### src/rtl/ripemd160_ctrl.sv
// Hash160 RIPEMD-160 sequencer: pads a SHA-256 digest into one block, launches
// the left/right line cores, samples their results and performs the final combine.
module ripemd160_ctrl #(
  parameter int CORE_LAT = 83,
  parameter int CNT_W    = 7
) (
  input  logic         clk,
  input  logic         rst,
  input  logic         in_valid,
  output logic         in_ready,
  input  logic [255:0] in_digest,
  output logic         core_start,
  output logic [511:0] core_block,
  input  logic         core_l_valid,
  input  logic [159:0] core_l_ans,
  input  logic         core_r_valid,
  input  logic [159:0] core_r_ans,
  output logic         out_valid,
  input  logic         out_ready,
  output logic [159:0] out_digest,
  output logic         busy,
  output logic         err
);

  typedef enum logic [2:0] {IDLE, LAUNCH, WAIT, COMBINE, DONE} state_t;

  localparam logic [31:0] IV0 = 32'h67452301;
  localparam logic [31:0] IV1 = 32'hefcdab89;
  localparam logic [31:0] IV2 = 32'h98badcfe;
  localparam logic [31:0] IV3 = 32'h10325476;
  localparam logic [31:0] IV4 = 32'hc3d2e1f0;

  state_t           state, state_next;
  logic [CNT_W-1:0] cnt;
  logic [159:0]     l_ans, r_ans;
  logic             sample;
  logic [31:0]      sum0, sum1, sum2, sum3, sum4;

  function automatic logic [31:0] bswap(input logic [31:0] w);
    return {w[7:0], w[15:8], w[23:16], w[31:24]};
  endfunction

  // Digest bytes are big-endian, RIPEMD words are little-endian.
  function automatic logic [511:0] pad_block(input logic [255:0] d);
    logic [511:0] blk;
    blk = '0;
    for (int i = 0; i < 8; i++)
      blk[32*i +: 32] = bswap(d[255-32*i -: 32]);
    blk[8*32 +: 32]  = 32'h00000080;
    blk[14*32 +: 32] = 32'h00000100;
    return blk;
  endfunction

  assign sample = (state == WAIT) && (cnt == CNT_W'(CORE_LAT - 1));

  always_ff @(posedge clk) begin
    if (rst) state <= IDLE;
    else     state <= state_next;
  end

  always_comb begin
    state_next = state;
    case (state)
      IDLE:    if (in_valid) state_next = LAUNCH;
      LAUNCH:  state_next = WAIT;
      WAIT:    if (sample) state_next = COMBINE;
      COMBINE: state_next = DONE;
      DONE:    if (out_ready) state_next = IDLE;
      default: state_next = IDLE;
    endcase
  end

  always_comb begin
    in_ready   = (state == IDLE);
    core_start = (state == LAUNCH);
    out_valid  = (state == DONE);
    busy       = (state != IDLE);
  end

  // Result words: ans = {a, b, c, d, e}, a in the top 32 bits.
  assign sum0 = IV1 + l_ans[95:64]   + r_ans[63:32];
  assign sum1 = IV2 + l_ans[63:32]   + r_ans[31:0];
  assign sum2 = IV3 + l_ans[31:0]    + r_ans[159:128];
  assign sum3 = IV4 + l_ans[159:128] + r_ans[127:96];
  assign sum4 = IV0 + l_ans[127:96]  + r_ans[95:64];

  always_ff @(posedge clk) begin
    if (rst) begin
      core_block <= '0;
      cnt        <= '0;
      l_ans      <= '0;
      r_ans      <= '0;
      out_digest <= '0;
      err        <= 1'b0;
    end else begin
      case (state)
        IDLE:    if (in_valid) core_block <= pad_block(in_digest);
        LAUNCH:  cnt <= '0;
        WAIT: begin
          cnt <= cnt + 1'b1;
          if (sample) begin
            l_ans <= core_l_ans;
            r_ans <= core_r_ans;
            if (!core_l_valid || !core_r_valid) err <= 1'b1;
          end
        end
        COMBINE: out_digest <= {bswap(sum0), bswap(sum1), bswap(sum2), bswap(sum3), bswap(sum4)};
        default: ;
      endcase
    end
  end

endmodule

### config.mk
export PLATFORM = sky130hd
export DESIGN_NAME = ripemd160_ctrl
export DESIGN_NICKNAME = d
export VERILOG_FILES = /design/src/rtl/ripemd160_ctrl.sv
export SDC_FILE = /design/constraint.sdc
export NUM_CORES = 2
export LEC_CHECK = 0
export ABC_AREA = 0
export ABC_CLOCK_PERIOD_IN_PS = 3400
export CAP_MARGIN = 20
export CORE_AREA = 2 2 484 486
export CTS_CLUSTER_SIZE = 25
export DETAILED_ROUTE_END_ITERATION = 16
export DIE_AREA = 0 0 486 488
export PLACE_DENSITY = 0.34
export SYNTH_ARGS = -nofsm -noshare
export SYNTH_HDL_FRONTEND = slang
export SYNTH_SLANG_ARGS = --single-unit
### constraint.sdc
create_clock -name clk -period 3.4 [get_ports clk]
set_clock_uncertainty 0.1 [all_clocks]
set_input_delay 0.68 -clock clk [delete_from_list [all_inputs] [get_ports clk]]
set_output_delay 0.68 -clock clk [all_outputs]
set_load 0.005 [all_outputs]
==> metrics.md <==
| Metric | Value |
|---|---|
| Synth cell types | `75` |
| Ys async rst share | `0%` |
| Register area share after synthesis | `39.7%` |
| # port buffers | `1,004` |
| Initial antenna violation count | `52` |
| Switching power | `0.00596 W` |
| Core Box Area | `232,000 µm²` |
| Nets | `6,801` |
| Post-Syn Instances | `4,918` |
| Tot Pwr | `0.0228 W` |
| Final worst setup slack | `-0.0111 ns` |
| M1 GR Usage | `20.3%` |
| Avg Cell Area, Syn | `7.66 µm²` |
| Pwr Density | `416 nW/µm²` |
| Fill count | `25,715` |
| First-pass GRT wire length | `255,000 µm` |
| Slew @ Worst Pin | `1.02 ns` |
| Final Max Slew Viols | `0` |
| CTS tree | `done` |
| Cell-internal power | `0.0168 W` |
| TritonRoute pass-1 iters | `5` |
| Min cycle time layout | `3.41 ns` |
| Row count | `177` |
| Sw Ratio | `26.2%` |
| Post-synth top area share | `39.7%` |
| Final Cycle Share | `100%` |
| Via Count | `35,533` |
| CTS clk-pin slew, worst paths | `0.06 ns` |
| Hold Path Class | `input port to register` |
| Max incr delay on CP | `0.51 ns` |
| Antenna-violating nets left | `0` |
| Layout cells sized above 1 | `6.40%` |
| CP max-delay cell | `or4_4` |
| Fmax achieved | `293 MHz` |
| Arr. time, crit path | `3.93 ns` |
| Violations in the final reports | `setup timing` |
| DRC Markers | `0` |
| CTS root buf | `clkbuf_16` |
| GRT overflow | `0` |
| YS warnings | `0` |
| Vias per cell | `3.93` |
| Most numerous cell in the Yosys netlist | `nand2_1` |
| Met3 GRT Util | `4.66%` |
| Clock Power Share | `48.2%` |
| Crit Path Category | `register to register` |
| Clock buffer depth | `3` |
| CP required | `3.92 ns` |
| Status | `finished, violations left` |
| Largest net degree at the start of global routing | `133` |
| Clk sink count | `748` |
| Number of synthesized register bits | `748` |
| Starting density of the core | `16.3%` |
| Total Wirelength | `183,000 µm` |
| Io pins | `1,259` |
| Fin Setup TNS | `-0.0111 ns` |
| RSZ-0062 raised after global routing | `true` |
| VDD IR max | `372 µV` |
| Area Growth Syn to Fin | `45.1%` |
| Routed len/inst | `20.2 µm` |
| Final hold vios | `0` |
| GP Congestion | `0.817` |
| Crit Path Max Fanout | `2` |
| List of most frequent post-synthesis cells | `nand2_1, a21oi_1, dfxtp_1` |
| Synth Flop Type | `dfxtp_1` |
| Detailed Route Iter0 Violations | `1,877` |
| Post-Synthesis Cell Area | `37,700 µm²` |
| CTS H-Tree Depth | `3` |
| Top Usage Layer GRT | `met2` |
| Worst slew margin | `31.8%` |
| CTS Buf Count | `101` |
| Leak Pwr | `21.4 nW` |
| CP Cell Sequence | `inv_2 -> ha_4 -> inv_2 -> ha_4 -> fa_2 -> a211oi_4 -> o21bai_2 -> a2111o_1 -> a21oi_4 -> nor4_2 -> or4_4 -> o31ai_4 -> xnor2_1 -> a22o_1` |
| Clock Latency Late Sink | `0.73 ns` |
| MaxCap Viol Count | `0` |
| Sequential share of power | `40.6%` |
| Crit path capture type | `register` |
| Die Y | `488 µm` |
| Number of global-route vias before repair | `34,573` |
| Number of synthesized flops with an enable pin | `0` |
| Die Wd | `486 µm` |
| Setup-failing EPs final | `1` |
| Full die area | `237,000 µm²` |
| GRT Overall Usage | `14.7%` |
| Startpoint types | `register` |
| Logic pwr share | `11.3%` |
| Dominant cell type by area after synthesis | `dfxtp_1` |
| Detailed placement HPWL | `143,000 µm` |
| Met2 usage in global routing | `21.6%` |
| Top cells by area, synth | `dfxtp_1, nand2_1, a21oi_1, ha_1, buf_4` |
metrics by stage:
stage	hold WS [ns]	worst slack (ns)	util (%)	cells	area [µm²]
5_1_grt	0.210	-0.140	23.6	9031	54700
2_1_floorplan	0.336	0.00463	-	5171	38600
3_5_place_dp	0.346	-0.325	22.0	8837	50900
3_3_place_gp	0.341	-0.289	22.0	8837	50900
4_1_cts	0.181	-0.149	23.5	9023	54400
6_report	0.285	-0.0111	23.6	9040	54700
cells by family (layout without fill, tap and decap cells):
group	after synthesis	after routing	synth area share, %
buffers and inverters	845	1659	11.0
DFF	748	748	39.7
adders and majority gates	312	312	10.5
other	1	266	0.00995
AOI/OAI and AO/OA	1177	1177	17.6
and+or+nand+nor	1700	1700	18.0
xor gates and xnor gates	129	129	3.00
muxes	6	6	0.159
critical path: cells and delay by family, from the launching register on:
family	cells	cell delay [ns]
AOI/OAI and AO/OA	6	1.36
xor gates and xnor gates	1	0.08
adders and majority gates	3	0.77
buffers and inverters	2	0.08
DFF	1	0.33
and+or+nand+nor	2	0.58
per-layer routing:
metal,vias up,routed length (µm)
met3,254,13000
met5,-,365
met1,16567,87100
li1,17670,-
met2,986,76700
met4,56,5540
sequential cells by signal, indices dropped and copies added, names as in the netlist:
signal and flops:
state 3, cnt 7, r_ans 160, core_block 257
out_digest 160, err 1, l_ans 160
repair_timing:
action	CTS	global route
hold buffers	0	0
resized for setup	30	52
endpoints found under the hold margin	0	0
pin swaps	19	29
endpoints found under the setup margin	22	46
buffers inserted	5	5
cell usage in the layout, fill, tap and decap left out, types with 102 or more instances in the layout:
cell / count
conb_1: 254
clkbuf_16: 102
ha_1: 297
dfxtp_1: 741
a21oi_1: 790
nand2_1: 1426
o21ai_0: 110
inv_1: 327
clkdlybuf4s50_1: 1002
buf_4: 117
final timing paths:
path                             endpoint  slack [ns]  cells after the start                    from
max          out_digest[101]$_SDFFE_PP0P_       -0.01                     14   r_ans[1]$_SDFFE_PP0P_
min           out_digest[28]$_SDFFE_PP0P_        0.28                      2                     rst
max reg2reg  out_digest[101]$_SDFFE_PP0P_       -0.01                     14   r_ans[1]$_SDFFE_PP0P_
min reg2reg        l_ans[87]$_SDFFE_PP0P_        0.35                      2  l_ans[87]$_SDFFE_PP0P_
area by class of cell:
class	count	area, µm²	area share, %
multi-input cells	3578	19900	36.4
flip-flops and latches	748	15000	27.4
repair buffers	1145	11400	20.8
well taps	3043	3810	6.96
clock buffers	151	2940	5.37
inverters	333	1250	2.29
clock inverters	30	382	0.698
diodes	12	30.0	0.0549
power groups by stage:
| stage | Combinational [W] | Sequential (W) | Clock (W) |
|---|---|---|---|
| after floorplan | 0.000919 | 0.00938 | 0 |
| after CTS | 0.00262 | 0.00923 | 0.0115 |
| after detailed placement | 0.00260 | 0.00942 | 0 |
| final | 0.00257 | 0.00923 | 0.0110 |
| after global routing | 0.00276 | 0.00926 | 0.0117 |
| after global placement | 0.00261 | 0.00941 | 0 |
Note: power is estimated with default switching activity, not from simulation.
